**config.mk**
```make
export PLATFORM = sky130hd
export DESIGN_NAME = multicycle_datapath
export DESIGN_NICKNAME = d
export VERILOG_FILES = /design/src/rtl/rv_pkg.sv /design/src/rtl/rv_alu.sv /design/src/rtl/multicycle_datapath.sv
export SDC_FILE = /design/constraint.sdc
export NUM_CORES = 2
export LEC_CHECK = 0
export BUFFER_PORTS_ARGS = -buffer_cell sky130_fd_sc_hd__buf_2
export CAP_MARGIN = 20
export CORE_MARGIN = 5
export CORE_UTILIZATION = 64
export DETAILED_ROUTE_END_ITERATION = 10
export GPL_TIMING_DRIVEN = 0
export HOLD_SLACK_MARGIN = 0.05
export PLACE_DENSITY = 0.82
export SYNTH_ARGS = -nofsm -noshare
export SYNTH_HDL_FRONTEND = slang
export SYNTH_SLANG_ARGS = --single-unit
```
**constraint.sdc**
```tcl
create_clock -name clk -period 12.9 [get_ports clk]
set_clock_uncertainty 0.15 [all_clocks]
set_input_delay 1.29 -clock clk [delete_from_list [all_inputs] [get_ports clk]]
set_output_delay 1.29 -clock clk [all_outputs]
set_load 0.01 [all_outputs]
```
**src/rtl/rv_pkg.sv**
```systemverilog
// Shared constants and types for the multicycle RV32I datapath: opcodes,
// FSM states and the ALU operation encoding.
package rv_pkg;

    localparam logic [6:0] OP_R      = 7'b0110011;
    localparam logic [6:0] OP_I      = 7'b0010011;
    localparam logic [6:0] OP_LOAD   = 7'b0000011;
    localparam logic [6:0] OP_STORE  = 7'b0100011;
    localparam logic [6:0] OP_BRANCH = 7'b1100011;
    localparam logic [6:0] OP_JAL    = 7'b1101111;

    localparam logic [31:0] NOP_INSN = 32'h0000_0013;

    typedef enum logic [2:0] {
        S_FETCH,
        S_DECODE,
        S_EXEC,
        S_MEM,
        S_WB
    } state_t;

    typedef enum logic [3:0] {
        ALU_ADD,
        ALU_SUB,
        ALU_AND,
        ALU_OR,
        ALU_XOR,
        ALU_SLT
    } alu_op_t;

    // funct3 selects the operation; sub distinguishes SUB from ADD (R-type only).
    function automatic alu_op_t funct_op(input logic [2:0] f3, input logic sub);
        case (f3)
            3'b000:  funct_op = sub ? ALU_SUB : ALU_ADD;
            3'b010:  funct_op = ALU_SLT;
            3'b100:  funct_op = ALU_XOR;
            3'b110:  funct_op = ALU_OR;
            3'b111:  funct_op = ALU_AND;
            default: funct_op = ALU_ADD;
        endcase
    endfunction

endpackage

```
**src/rtl/rv_alu.sv**
```systemverilog
// Combinational integer ALU; zero flags an all-zero result for branch compares.
module rv_alu
    import rv_pkg::*;
#(
    parameter int DATA_W = 32
) (
    input  alu_op_t           op,
    input  logic [DATA_W-1:0] a,
    input  logic [DATA_W-1:0] b,
    output logic [DATA_W-1:0] result,
    output logic              zero
);

    always_comb begin
        result = '0;
        case (op)
            ALU_ADD: result = a + b;
            ALU_SUB: result = a - b;
            ALU_AND: result = a & b;
            ALU_OR:  result = a | b;
            ALU_XOR: result = a ^ b;
            ALU_SLT: result = {{(DATA_W-1){1'b0}}, ($signed(a) < $signed(b))};
            default: result = '0;
        endcase
        zero = (result == '0);
    end

endmodule

```
**src/rtl/multicycle_datapath.sv**
```systemverilog
// Multicycle RV32I subset core: FETCH/DECODE/EXEC/MEM/WB with req/ready
// instruction and data memory ports that stall the FSM on wait-states.
module multicycle_datapath
    import rv_pkg::*;
#(
    parameter int PC_W       = 8,
    parameter int DATA_W     = 32,
    parameter int RF_ADDRESS = 5,
    parameter int DM_ADDRESS = 9
) (
    input  logic                  clk,
    input  logic                  reset,
    output logic                  imem_req,
    output logic [PC_W-1:0]       imem_addr,
    input  logic                  imem_ready,
    input  logic [31:0]           imem_rdata,
    output logic                  dmem_req,
    output logic                  dmem_we,
    output logic [DM_ADDRESS-1:0] dmem_addr,
    output logic [DATA_W-1:0]     dmem_wdata,
    input  logic                  dmem_ready,
    input  logic [DATA_W-1:0]     dmem_rdata,
    output logic [PC_W-1:0]       pc,
    output logic [6:0]            opcode,
    output logic [2:0]            funct3,
    output logic [6:0]            funct7,
    output logic [DATA_W-1:0]     alu_result,
    output logic                  retire,
    output logic                  illegal,
    output state_t                dbg_state
);

    // Handshake: a request is raised only in FETCH/MEM and held with stable
    // address/data until ready is sampled high on a rising edge; ready seen
    // while no request is outstanding has no effect.

    state_t                state_q, state_d;
    logic [PC_W-1:0]       pc_q, pc_d;
    logic [31:0]           ir_q, ir_d;
    logic [DATA_W-1:0]     a_q, a_d;
    logic [DATA_W-1:0]     b_q, b_d;
    logic [DATA_W-1:0]     imm_q, imm_d;
    logic [DATA_W-1:0]     alu_q, alu_d;
    logic [DATA_W-1:0]     mdr_q, mdr_d;
    logic                  illegal_q, illegal_d;
    logic [DATA_W-1:0]     rf_q [2**RF_ADDRESS];

    logic                  rf_we;
    logic [RF_ADDRESS-1:0] rf_waddr;
    logic [DATA_W-1:0]     rf_wdata;
    logic [RF_ADDRESS-1:0] rs1_idx, rs2_idx, rd_idx;
    logic [PC_W-1:0]       pc_plus4, pc_plus_imm;
    alu_op_t               alu_op;
    logic [DATA_W-1:0]     alu_b, alu_y;
    logic                  alu_zero;
    logic                  taken;

    assign opcode      = ir_q[6:0];
    assign funct3      = ir_q[14:12];
    assign funct7      = ir_q[31:25];
    assign rd_idx      = ir_q[7 +: RF_ADDRESS];
    assign rs1_idx     = ir_q[15 +: RF_ADDRESS];
    assign rs2_idx     = ir_q[20 +: RF_ADDRESS];
    assign pc_plus4    = pc_q + PC_W'(4);
    assign pc_plus_imm = pc_q + imm_q[PC_W-1:0];
    assign taken       = funct3[0] ? !alu_zero : alu_zero;

    assign pc         = pc_q;
    assign imem_addr  = pc_q;
    assign dmem_addr  = alu_q[DM_ADDRESS-1:0];
    assign dmem_wdata = b_q;
    assign dmem_we    = (state_q == S_MEM) && (opcode == OP_STORE);
    assign alu_result = alu_q;
    assign illegal    = illegal_q;
    assign dbg_state  = state_q;

    always_comb begin
        alu_op = ALU_ADD;
        alu_b  = imm_q;
        case (opcode)
            OP_R: begin
                alu_op = funct_op(funct3, funct7[5]);
                alu_b  = b_q;
            end
            OP_I:      alu_op = funct_op(funct3, 1'b0);
            OP_BRANCH: begin
                alu_op = ALU_SUB;
                alu_b  = b_q;
            end
            default: ;
        endcase
    end

    rv_alu #(.DATA_W(DATA_W)) u_alu (
        .op     (alu_op),
        .a      (a_q),
        .b      (alu_b),
        .result (alu_y),
        .zero   (alu_zero)
    );

    always_comb begin
        state_d   = state_q;
        pc_d      = pc_q;
        ir_d      = ir_q;
        a_d       = a_q;
        b_d       = b_q;
        imm_d     = imm_q;
        alu_d     = alu_q;
        mdr_d     = mdr_q;
        illegal_d = illegal_q;
        rf_we     = 1'b0;
        rf_waddr  = rd_idx;
        rf_wdata  = alu_q;
        imem_req  = 1'b0;
        dmem_req  = 1'b0;
        retire    = 1'b0;

        case (state_q)
            S_FETCH: begin
                imem_req = 1'b1;
                if (imem_ready) begin
                    ir_d    = imem_rdata;
                    state_d = S_DECODE;
                end
            end
            S_DECODE: begin
                a_d = rf_q[rs1_idx];
                b_d = rf_q[rs2_idx];
                case (opcode)
                    OP_STORE:  imm_d = {{(DATA_W-12){ir_q[31]}}, ir_q[31:25], ir_q[11:7]};
                    OP_BRANCH: imm_d = {{(DATA_W-13){ir_q[31]}}, ir_q[31], ir_q[7],
                                        ir_q[30:25], ir_q[11:8], 1'b0};
                    OP_JAL:    imm_d = {{(DATA_W-21){ir_q[31]}}, ir_q[31], ir_q[19:12],
                                        ir_q[20], ir_q[30:21], 1'b0};
                    default:   imm_d = {{(DATA_W-12){ir_q[31]}}, ir_q[31:20]};
                endcase
                state_d = S_EXEC;
            end
            S_EXEC: begin
                alu_d = alu_y;
                case (opcode)
                    OP_R, OP_I:         state_d = S_WB;
                    OP_LOAD, OP_STORE:  state_d = S_MEM;
                    OP_BRANCH: begin
                        pc_d    = taken ? pc_plus_imm : pc_plus4;
                        retire  = 1'b1;
                        state_d = S_FETCH;
                    end
                    OP_JAL: begin
                        // Link value is the zero-extended return address.
                        alu_d   = DATA_W'(pc_plus4);
                        pc_d    = pc_plus_imm;
                        state_d = S_WB;
                    end
                    default: begin
                        illegal_d = 1'b1;
                        pc_d      = pc_plus4;
                        retire    = 1'b1;
                        state_d   = S_FETCH;
                    end
                endcase
            end
            S_MEM: begin
                dmem_req = 1'b1;
                if (dmem_ready) begin
                    if (opcode == OP_STORE) begin
                        pc_d    = pc_plus4;
                        retire  = 1'b1;
                        state_d = S_FETCH;
                    end else begin
                        mdr_d   = dmem_rdata;
                        state_d = S_WB;
                    end
                end
            end
            S_WB: begin
                rf_we    = (rd_idx != '0);
                rf_wdata = (opcode == OP_LOAD) ? mdr_q : alu_q;
                if (opcode != OP_JAL) begin
                    pc_d = pc_plus4;
                end
                retire  = 1'b1;
                state_d = S_FETCH;
            end
            default: state_d = S_FETCH;
        endcase

        // Hold every handshake and the retire pulse low while reset is asserted.
        if (reset) begin
            imem_req = 1'b0;
            dmem_req = 1'b0;
            retire   = 1'b0;
        end
    end

    always_ff @(posedge clk) begin
        if (reset) begin
            state_q   <= S_FETCH;
            pc_q      <= '0;
            ir_q      <= NOP_INSN;
            a_q       <= '0;
            b_q       <= '0;
            imm_q     <= '0;
            alu_q     <= '0;
            mdr_q     <= '0;
            illegal_q <= 1'b0;
            for (int i = 0; i < 2**RF_ADDRESS; i++) begin
                rf_q[i] <= '0;
            end
        end else begin
            state_q   <= state_d;
            pc_q      <= pc_d;
            ir_q      <= ir_d;
            a_q       <= a_d;
            b_q       <= b_d;
            imm_q     <= imm_d;
            alu_q     <= alu_d;
            mdr_q     <= mdr_d;
            illegal_q <= illegal_d;
            if (rf_we) begin
                rf_q[rf_waddr] <= rf_wdata;
            end
        end
    end

endmodule

```
==> results.md <==
- Clk buf depth: 3
- Leading cell type in the layout, fill and taps excluded: nor2_1
- Vias in the first global route: 51000
- 1st-iter DRT viols: 9958
- Pins over their slew limit: 10
- Worst Hold End: imm_q[20]
- DP Area: 0.0687 sq mm
- Post-synth EDFFs: 1024
- Routed WL: 269000 microns
- DP Wirelength: 190000 microns
- Area of the multi-input gates: 0.0286 sq mm
- Count of cells resized by post-cts repair: 0
- GP Congestion: 1.02
- Chip Width: 330 microns
- Static leakage: 23.8 nW
- Post-Layout Inst Area: 0.0729 sq mm
- Worst Tran Pin Value: 1.50 ns
- Hold_buf cts: 0
- Layout cells sized above 1: 21.0%
- Post-Syn Instances: 5076
- Layout fillers: 6167
- Vias per cell: 7.72
- Total clock buffers created by CTS: 120
- Post-layout nets: 5624
- Top Ports: 182
- Non-Filler Instances: 6936
- Pin count of the biggest net entering global routing: 33
- DIE AREA: 0.109 sq mm
- Synth Warn #: 0
- Initial antenna violation count: 20
- Global-route wire length before repair: 362000 microns
- Max Clk Rate: 103 MHz
- PortBufs: 181
- Cells after DPL: 6681
- Register-to-register setup slack: 3.17 ns
- Yosys cell types: 97
- Core area: 0.102 sq mm
- Slew HR: -0.0620%
- Die Y-Extent: 330 microns
- Root buffer cell: clkbuf_16
- Hold Path Origin: imm_q[20]
- Seq/Total Area, Yosys: 52.9%
- Wire length per cell: 38.8 microns
- RSZ-0062 raised after global routing: no
- Worst r2r dst: imem_addr[2]
- Final setup viols: 0
- Tot GR Track Use: 47.0%
- Outcome: finished with violations
- Worst IR Drop VDD: 0.146 mV
- # DRC: 3
- Top_reg_cell synth: edfxtp_1
- CTS tree: done
- Ys async rst share: 0%
- Layout area overhead: 11.4%
- Via count: 53600
- Drt first pass iters: 11
- Gr ovfl total: 0
- Starting Density: 64.4%
- Mapped Avg Cell Area: 12.9 sq um
- Pwr per Cell Area: 136 mW/mm^2
- Max FO, Critical Path: 10
- CP arrival: 10.26 ns
- Hold Fails Final Rpt: 0
- Min-delay worst type: reg2reg
- Max Cap Violations: 1
- Fin Setup TNS: 0 ns
- Worst skew pair latency: 0.78 ns
- Period utilisation layout: 75.4%
- Crit Path Class: reg2reg
- Crit. End Element: flop
- Post-DRT Antenna Nets: 0
- Commonest non-fill, non-tap cells in the layout: nor2_1, edfxtp_1, mux4_2, clkbuf_1, nand2_1
- Netlist Area Pre-Place: 0.0654 sq mm
- Clock sink count: 1217
- Row count: 117
- Hold path depth: 2
- Reg-to-reg critical path startpoint: ir_q[1]
- Reg area: 0.0346 sq mm
- CTS H-tree depth: 3
- Worst reg-to-reg path cell count: 24
- Failing checks: design-rule violations, max-capacitance violations, max-slew violations
- Minimum clock period: 9.73 ns
- Post-CTS setup buffer count: 0
- #FFs+latches synth: 1217
- CP Launch Type: flop
- Worst endpoint required time: 13.43 ns
- Clk pin slew, worst setup/hold paths: 0.07 ns
cell families (layout without fill, tap and decap cells):
family	count (synthesis)	count (layout)	synth area share, %
and+or+nand+nor	1778	1778	11.2
DFF	1217	1217	52.9
muxes	747	747	23.7
buffers and inverters	616	1058	3.79
AOI/OAI and AO/OA	590	590	6.11
adders and majority gates	108	108	2.10
xor gates and xnor gates	19	19	0.254
other	1	51	0.00573
layout make-up:
type                            count  share of cell area (%)
Sequential cell                  1217                    47.5
Multi-Input combinational cell   3274                    39.2
Clock buffer                      157                    4.48
Buffer                            517                    2.90
Tap cell                         1368                    2.35
Timing Repair Buffer              219                    2.00
Clock inverter                     66                    1.01
Inverter                           99                   0.510
Antenna cell                       19                  0.0652
worst max path at each step:
stage,startpoint,to,cells past startpoint
3_5_place_dp,ir_q[1],imem_addr[2],24
6_report,ir_q[1],imem_addr[2],24
2_1_floorplan,ir_q[3],imem_addr[2],23
3_3_place_gp,ir_q[1],imem_addr[2],23
4_1_cts,ir_q[1],imem_addr[3],24
5_1_grt,ir_q[0],imem_addr[3],24
per-stage QoR:
stage               worst slack [ns]  power, mW  hold WS (ns)  util (%)
floorplan                       7.08       5.50         0.282         -
global placement                3.21       6.06         0.288      67.1
detailed placement              3.49       6.12         0.297      67.6
CTS                             3.46       9.68         0.305      71.5
global route                    3.08       10.0         0.328      71.7
finish                          3.17       9.90         0.304      71.7
where the power goes:
part / leakage (nW) / switching, mW / internal [mW] / total (mW)
registers: 12.1 / 0.139 / 4.40 / 4.54
clock network: 1.96 / 1.67 / 2.03 / 3.70
logic: 9.70 / 1.05 / 0.598 / 1.65
total: 23.8 / 2.87 / 7.03 / 9.90
worst max-delay path, stage by stage (launching register included):
cell	delay [ns]
dfxtp_1	0.53
and4bb_1	0.24
buf_2	0.29
nand3_1	0.71
clkbuf_1	0.62
nand2_1	0.49
clkbuf_1	0.46
nand2_1	0.10
nand2_1	0.10
inv_1	0.06
ha_1	0.34
buf_1	0.60
inv_1	0.13
a21oi_1	0.41
o31ai_1	0.17
a221oi_1	0.97
o21ai_0	0.61
a21boi_0	0.35
mux2i_1	0.57
nor4b_1	0.28
and4bb_2	0.32
a31oi_2	0.21
or4_1	0.54
a31o_1	0.24
a21oi_2	0.13
sequential cells by signal, indices dropped and copies added (netlist names):
name	count
imm_q	21
a_q	32
dmem_wdata	32
rf_q	1024
mdr_q	32
dbg_state	3
ir_q	32
alu_result	32
illegal	1
imem_addr	8
per-layer routing:
| metal | global-route usage (%) | wire length [microns] |
|---|---|---|
| met5 | 1.06 | 545 |
| met4 | 30.1 | 27800 |
| met3 | 16.7 | 43100 |
| met2 | 73.7 | 120000 |
| met1 | 55.7 | 78000 |
cell usage after synthesis (35+ instances only):
| cell | instances | area, sq um |
|---|---|---|
| nor2_1 | 1206 | 4530 |
| nor3_1 | 36 | 180 |
| inv_1 | 95 | 357 |
| mux2i_1 | 107 | 1070 |
| edfxtp_1 | 1024 | 30700 |
| clkbuf_1 | 404 | 1520 |
| nand3_1 | 35 | 175 |
| o21ai_0 | 56 | 280 |
| ha_1 | 105 | 1310 |
| a211oi_1 | 94 | 706 |
| mux4_2 | 640 | 14400 |
| a21oi_1 | 185 | 926 |
| buf_1 | 62 | 233 |
| dfxtp_1 | 193 | 3860 |
| nand2_1 | 326 | 1220 |
| nand2b_1 | 40 | 250 |
Power figures use the tool's default switching activity.
